## src/rtl/bank_counter_array_v2_pkg.sv

```systemverilog
// Shared definitions for the multi-channel bank counter array:
// controller state encoding, default geometry and the lane slicing
// rule used for every flattened per-lane bus.
package bank_counter_array_v2_pkg;

    localparam int DEF_N_CH        = 32;
    localparam int DEF_CTR_W       = 8;
    localparam int DEF_MAX_SAMPLES = 255;

    // Controller states
    localparam logic [1:0] ST_IDLE  = 2'd0;
    localparam logic [1:0] ST_ACCUM = 2'd1;
    localparam logic [1:0] ST_LATCH = 2'd2;

    // Lane k of a flattened bus occupies bits [lane_lsb(k, w) +: w]
    function automatic int lane_lsb(input int lane, input int width);
        return lane * width;
    endfunction

endpackage

```

## src/rtl/bank_counter_array_v2_lane.sv

```systemverilog
// One column of the bank counter array: comparator capture register with
// early-termination freeze, delta generation and a saturating signed
// counter with a sticky saturation flag.
module bank_counter_lane
    import bank_counter_array_v2_pkg::*;
#(
    parameter int CTR_W = DEF_CTR_W
) (
    input  logic             CLK,
    input  logic             RESET,
    input  logic             CLEAR,
    input  logic             CAPTURE,
    input  logic             ADD,
    input  logic             PHASE,
    input  logic             POPCOUNT,
    input  logic             ET_TRIGG,
    input  logic             CLP,
    input  logic             CLN,
    output logic [CTR_W-1:0] COUNT,
    output logic             SAT
);

    logic             clp_r;
    logic             cln_r;
    logic             add_en_r;   // the held capture belongs to an unfrozen sample
    logic [CTR_W-1:0] count_r;
    logic             sat_r;

    logic             pos_s;
    logic             neg_s;
    logic [CTR_W:0]   delta_s;
    logic [CTR_W:0]   sum_s;
    logic [CTR_W-1:0] next_s;
    logic             ovf_s;

    // Capture the comparator pair on a strobe; a frozen lane keeps its old capture
    always_ff @(posedge CLK) begin
        if (RESET) begin
            clp_r    <= 1'b0;
            cln_r    <= 1'b0;
            add_en_r <= 1'b0;
        end else if (CLEAR) begin
            clp_r    <= 1'b0;
            cln_r    <= 1'b0;
            add_en_r <= 1'b0;
        end else if (CAPTURE) begin
            if (!ET_TRIGG) begin
                clp_r    <= CLP;
                cln_r    <= CLN;
                add_en_r <= 1'b1;
            end else begin
                add_en_r <= 1'b0;
            end
        end
    end

    // Delta of -1/0/+1 in CTR_W+1 bits, then a saturating add
    always_comb begin
        pos_s   = 1'b0;
        neg_s   = 1'b0;
        delta_s = {(CTR_W+1){1'b0}};
        if (POPCOUNT) begin
            pos_s = clp_r;
        end else if (PHASE) begin
            pos_s = clp_r & ~cln_r;
            neg_s = cln_r & ~clp_r;
        end else begin
            pos_s = cln_r & ~clp_r;
            neg_s = clp_r & ~cln_r;
        end
        if (pos_s) begin
            delta_s = {{CTR_W{1'b0}}, 1'b1};
        end else if (neg_s) begin
            delta_s = {(CTR_W+1){1'b1}};
        end else begin
            delta_s = {(CTR_W+1){1'b0}};
        end
        sum_s = {count_r[CTR_W-1], count_r} + delta_s;
        // Overflow when the two top bits of the widened sum disagree
        ovf_s = sum_s[CTR_W] ^ sum_s[CTR_W-1];
        if (ovf_s) begin
            if (sum_s[CTR_W]) begin
                next_s = {1'b1, {(CTR_W-1){1'b0}}};
            end else begin
                next_s = {1'b0, {(CTR_W-1){1'b1}}};
            end
        end else begin
            next_s = sum_s[CTR_W-1:0];
        end
    end

    // Accumulate one sample per pending add unless this lane's sample was frozen
    always_ff @(posedge CLK) begin
        if (RESET) begin
            count_r <= {CTR_W{1'b0}};
            sat_r   <= 1'b0;
        end else if (CLEAR) begin
            count_r <= {CTR_W{1'b0}};
            sat_r   <= 1'b0;
        end else if (ADD && add_en_r) begin
            count_r <= next_s;
            sat_r   <= sat_r | ovf_s;
        end
    end

    assign COUNT = count_r;
    assign SAT   = sat_r;

endmodule

```

## src/rtl/bank_counter_array_v2.sv

```systemverilog
// Multi-channel bank counter array: self-sequencing conversion controller,
// global sample counter, N_CH accumulating lanes and a double-buffered
// valid/ready result register with sticky overrun detection.
module bank_counter_array_v2
    import bank_counter_array_v2_pkg::*;
#(
    parameter int N_CH        = DEF_N_CH,
    parameter int CTR_W       = DEF_CTR_W,
    parameter int MAX_SAMPLES = DEF_MAX_SAMPLES,
    parameter int SCNT_W      = $clog2(MAX_SAMPLES + 1)
) (
    input  logic                    CLK,
    input  logic                    RESET,
    input  logic                    START,
    input  logic [SCNT_W-1:0]       NUM_SAMPLES,
    input  logic                    COMP_POSITIVE_PHASE,
    input  logic                    MODE_POPCOUNT,
    input  logic                    SA_LATCH,
    input  logic [N_CH-1:0]         ET_TRIGG,
    input  logic [N_CH-1:0]         CLP,
    input  logic [N_CH-1:0]         CLN,
    input  logic                    OUT_READY,
    output logic [N_CH*CTR_W-1:0]   BANK_CTR_LATCHED,
    output logic [N_CH-1:0]         SAT_FLAGS,
    output logic                    OUT_VALID,
    output logic                    OVERRUN,
    output logic                    BUSY
);

    logic [1:0]              state_r;
    logic [1:0]              state_nxt_s;
    logic                    busy_r;
    logic [SCNT_W-1:0]       scnt_r;
    logic [SCNT_W-1:0]       num_r;
    logic                    phase_r;
    logic                    pop_r;
    logic                    add_pending_r;

    logic                    start_s;
    logic                    last_add_s;
    logic                    capture_s;

    logic [N_CH*CTR_W-1:0]   count_flat_s;
    logic [N_CH-1:0]         lane_sat_s;

    logic [N_CH*CTR_W-1:0]   out_data_r;
    logic [N_CH-1:0]         out_sat_r;
    logic                    out_valid_r;
    logic                    overrun_r;

    // Control decode and next-state selection
    always_comb begin
        start_s    = (state_r == ST_IDLE) && START;
        // The add in flight is the final one of this conversion
        last_add_s = add_pending_r &&
                     (({1'b0, scnt_r} + {{SCNT_W{1'b0}}, 1'b1}) == {1'b0, num_r});
        capture_s  = (state_r == ST_ACCUM) && SA_LATCH && !last_add_s;
        state_nxt_s = state_r;
        case (state_r)
            ST_IDLE: begin
                if (START) begin
                    if (NUM_SAMPLES == {SCNT_W{1'b0}}) begin
                        state_nxt_s = ST_LATCH;
                    end else begin
                        state_nxt_s = ST_ACCUM;
                    end
                end else begin
                    state_nxt_s = ST_IDLE;
                end
            end
            ST_ACCUM: begin
                if (last_add_s) begin
                    state_nxt_s = ST_LATCH;
                end else begin
                    state_nxt_s = ST_ACCUM;
                end
            end
            ST_LATCH: begin
                state_nxt_s = ST_IDLE;
            end
            default: begin
                state_nxt_s = ST_IDLE;
            end
        endcase
    end

    // Controller state, conversion settings, sample counter and add pipeline
    always_ff @(posedge CLK) begin
        if (RESET) begin
            state_r       <= ST_IDLE;
            busy_r        <= 1'b0;
            scnt_r        <= {SCNT_W{1'b0}};
            num_r         <= {SCNT_W{1'b0}};
            phase_r       <= 1'b0;
            pop_r         <= 1'b0;
            add_pending_r <= 1'b0;
        end else begin
            state_r <= state_nxt_s;
            busy_r  <= (state_nxt_s != ST_IDLE);
            if (start_s) begin
                scnt_r        <= {SCNT_W{1'b0}};
                num_r         <= NUM_SAMPLES;
                phase_r       <= COMP_POSITIVE_PHASE;
                pop_r         <= MODE_POPCOUNT;
                add_pending_r <= 1'b0;
            end else begin
                if (add_pending_r) begin
                    scnt_r <= scnt_r + {{(SCNT_W-1){1'b0}}, 1'b1};
                end
                add_pending_r <= capture_s;
            end
        end
    end

    genvar g;
    generate
        for (g = 0; g < N_CH; g++) begin : g_lane
            bank_counter_lane #(
                .CTR_W (CTR_W)
            ) u_lane (
                .CLK      (CLK),
                .RESET    (RESET),
                .CLEAR    (start_s),
                .CAPTURE  (capture_s),
                .ADD      (add_pending_r),
                .PHASE    (phase_r),
                .POPCOUNT (pop_r),
                .ET_TRIGG (ET_TRIGG[g]),
                .CLP      (CLP[g]),
                .CLN      (CLN[g]),
                .COUNT    (count_flat_s[lane_lsb(g, CTR_W) +: CTR_W]),
                .SAT      (lane_sat_s[g])
            );
        end
    endgenerate

    // Output buffer: load on LATCH (flagging overwrite of unread data), drop valid on handshake
    always_ff @(posedge CLK) begin
        if (RESET) begin
            out_data_r  <= {(N_CH*CTR_W){1'b0}};
            out_sat_r   <= {N_CH{1'b0}};
            out_valid_r <= 1'b0;
            overrun_r   <= 1'b0;
        end else if (state_r == ST_LATCH) begin
            out_data_r  <= count_flat_s;
            out_sat_r   <= lane_sat_s;
            out_valid_r <= 1'b1;
            if (out_valid_r && !OUT_READY) begin
                overrun_r <= 1'b1;
            end
        end else if (out_valid_r && OUT_READY) begin
            out_valid_r <= 1'b0;
        end
    end

    assign BANK_CTR_LATCHED = out_data_r;
    assign SAT_FLAGS        = out_sat_r;
    assign OUT_VALID        = out_valid_r;
    assign OVERRUN          = overrun_r;
    assign BUSY             = busy_r;

endmodule
```

## config.mk

```make
export PLATFORM = sky130hd
export DESIGN_NAME = bank_counter_array_v2
export DESIGN_NICKNAME = d
export VERILOG_FILES = /design/src/rtl/bank_counter_array_v2_pkg.sv /design/src/rtl/bank_counter_array_v2_lane.sv /design/src/rtl/bank_counter_array_v2.sv
export SDC_FILE = /design/constraint.sdc
export NUM_CORES = 2
export LEC_CHECK = 0
export ABC_AREA = 1
export CAP_MARGIN = 20
export CORE_ASPECT_RATIO = 1.25
export CORE_MARGIN = 2
export CORE_UTILIZATION = 25
export DETAILED_ROUTE_END_ITERATION = 7
export GPL_TIMING_DRIVEN = 0
export PLACE_DENSITY = 0.48
export SLEW_MARGIN = 20
export SYNTH_ARGS = -nofsm -noshare
export SYNTH_HDL_FRONTEND = slang
export SYNTH_HIERARCHICAL = 1
export SYNTH_SLANG_ARGS = --single-unit
```

## constraint.sdc

```tcl
create_clock -name CLK -period 4.6 [get_ports CLK]
set_input_delay 0.92 -clock CLK [delete_from_list [all_inputs] [get_ports CLK]]
set_output_delay 0.92 -clock CLK [all_outputs]
set_load 0.1 [all_outputs]
```

==> out/results.ini <==
[clocking]
clock_path_buffers=3
clock-root-buffer=clkbuf_16
clkTransAtPathRegs_ns=0.06
cts.sinks=696
clkLatencyLatePin_ns=0.72
postCtsHoldBufs=0
post_cts_buffers=0
numCtsBuffers=85
cts_tree=built
ctsResizeCount=0
htree_num_levels=3

[route]
post_drt_wl_per_cell_um=15.43
drtPass1Iterations=7
ant_nets=0
vias=37863
drt_wl_total_um=132900
viasPerCell=4.394
drcViolationCount=0
drt_iter0_markers=1931

[logic_synthesis]
syn_nets=6277
synth-seq-cells=696
yosysWarnings=6
synth_flop_cell=dfxtp_1
yosysUniqueCellTypes=33
synth_edf_count=0
ys_seq_area_share_pct=34.11
syn_avg_cell_area_um2=6.950
syn_area_mm2=0.04084
synth_cells=5877
synth-async-reset-ratio_pct=0

[global_route]
grt_use_total_pct=15.80
antenna_found_initial=13
grt_pass1_vias=36941
grt_max_degree=43
grt_pass1_wl_um=207100
grt_overflow=0

[power_and_ir_drop]
powerDensity_mw_per_mm2=295.5
vdd_drop_max_mv=0.2227
p_total_mw=14.97
sw_frac_of_total_pct=27.24
p_clk_share_pct=47.3
seqPwrFrac_pct=40.7
intPower_mw=10.89
power_frac_comb_pct=12.0
leakage_nw=23.37
p_sw_mw=4.078

[critical_path]
critPathLaunchType=flip-flop
worstPathRequired_ns=5.17
cpMaxStageDelayCell=nor3_1
startpoint=pop_r
path_buf_inv=3
path_cells=buf_16 -> nor3_1 -> inv_1 -> fa_1 -> inv_1 -> nand2_1 -> nand2_1 -> nand3_2 -> nand3_1 -> nand2_2 -> a21oi_4 -> a21oi_1
regToRegStartpoint=pop_r
cp_max_fo=43
crit_family=simple AND/OR/NAND/NOR gates
worstSetupPathType=reg2reg
cp.arrival_ns=3.89
worst_setup_path_end_kind=flip-flop
critPathMaxStageDelay_ns=0.89

[timing]
slew_violations=0
whs_ns=0.4622
setup_tns_ns=0
finalCriticalPeriod_ns=3.320
rsz0062_at_grt=no
setup_violations=0
fmax_mhz=301.2
timing.final.hold_violations=0
fin_skew_ns=0.03636
tightest_slew_ns=1.175
max_slew_margin_pct=21.45
period_share_pct=72.17

[layout]
seq_area_mm2=0.01394
layout_commonest_cell=nand2_1
post-route-util_pct=31.26
num-fill-cells=17531
layout_common_cells=nand2_1 (1091), nor2_1 (1012), inv_1 (694)
drive_gt1_share_pct=10.71
layout.nets=6774
stdcell_count=8617
area_growth_pct=24.05
multi_input_area_mm2=0.02376

[floorplanning]
die_x_um=365.5
core.rowCount=165
ios=402
die_area_mm2=0.1666
coreArea_mm2=0.1621
start_util_pct=25.20
die_h_um=455.9

[run_status]
status=complete, no violations

[place]
gp_congestion=0.8314
placedCellCount=8457
port_buffers=401
hpwl_um=100600

[min_path]
min-delay-start=g_lane[14].u_lane/SAT
min_path_type=reg2reg

[job]
cap_violations=0

==> cell type report <==
cell class,instances,share of cell area [%]
Antenna cell,5,0.02470
Buffer,132,1.069
Clock buffer,113,4.724
Clock inverter,41,0.9853
Inverter,699,5.188
Multi-Input combinational cell,4350,46.90
Sequential cell,696,27.52
Tap cell,2171,5.361
Timing Repair Buffer,410,8.228
==> sequential cells by signal (all words and copies together), names as in the netlist <==
register                flops
BANK_CTR_LATCHED          256
g_lane.u_lane/COUNT       256
SAT_FLAGS                  32
g_lane.u_lane/SAT          32
g_lane.u_lane/add_en_r     32
g_lane.u_lane/cln_r        32
g_lane.u_lane/clp_r        32
num_r                       8
scnt_r                      8
state_r                     2
BUSY                        1
OUT_VALID                   1
OVERRUN                     1
add_pending_r               1
phase_r                     1
pop_r                       1
==> logic make-up (layout without fill, tap and decap cells) <==
group / Yosys count / count (layout) / share of synthesized area [%]
AND/OR/NAND/NOR: 2811 / 2811 / 30.08
AO/OA/AOI/OAI: 1119 / 1119 / 15.81
buffers and inverters: 831 / 1395 / 7.750
flip-flops: 696 / 696 / 34.11
adder cells (fa/ha/maj): 289 / 289 / 9.441
XOR/XNOR: 131 / 131 / 2.809
other: 0 / 5 / 0
==> power by group through the flow <==
stage / Sequential (mW) / Combinational, mW / Clock (mW)
2_1_floorplan: 6.26 / 1.24 / 0
3_3_place_gp: 6.29 / 1.74 / 0
3_5_place_dp: 6.23 / 1.81 / 0
4_1_cts: 6.10 / 1.82 / 7.34
5_1_grt: 6.10 / 2.02 / 7.53
6_report: 6.10 / 1.80 / 7.07
==> worst register-to-register path: cells and delay by family, from the launching register on <==
| kind | cells | cell delay (ns) |
|---|---|---|
| flops | 1 | 0.47 |
| buf+inv | 3 | 0.46 |
| fa+ha+maj | 1 | 0.43 |
| simple gates | 6 | 1.46 |
| compound gates | 2 | 0.35 |
==> worst paths after layout <==
| check | slack [ns] | depth (start not counted) | to |
|---|---|---|---|
| max reg2reg | 1.28 | 12 | g_lane[14].u_lane/COUNT[2] |
| min reg2reg | 0.46 | 2 | g_lane[14].u_lane/SAT |
| max | 1.28 | 12 | g_lane[14].u_lane/COUNT[2] |
| min | 0.46 | 2 | g_lane[14].u_lane/SAT |
==> per-layer routing <==
metal / vias up / GRT usage, % / share of wire (%)
met3: 147 / 2.672 / 4.4
li1: 19845 / - / -
met1: 17289 / 19.21 / 44
met2: 574 / 28.28 / 49
met5: - / 0 / 0.039
met4: 8 / 4.343 / 2.0
==> cells in the mapped netlist, types with 35 or more instances <==
library cell / n / area share (%)
dfxtp_1: 696 / 34
ha_1: 257 / 7.9
nor3_1: 65 / 0.80
xnor2_1: 130 / 2.8
nand3_1: 212 / 2.6
inv_1: 695 / 6.4
clkbuf_1: 101 / 0.93
nor2_1: 1012 / 9.3
nand2_2: 227 / 3.5
or2_2: 65 / 1.0
o21ai_0: 590 / 7.2
a21oi_4: 54 / 2.2
a21oi_1: 396 / 4.9
o211ai_1: 35 / 0.64
a21oi_2: 42 / 0.90
nand2_1: 1091 / 10
==> stage by stage <==
stage               setup slack [ns]  instance area, µm²
floorplan                     0.8062               40840
CTS                            1.214               50640
detailed placement            0.9621               47750
global route                  0.9580               50660
global placement              -2.840               47570
finish                         1.280               50670
Note: power is estimated with default switching activity, not from simulation.
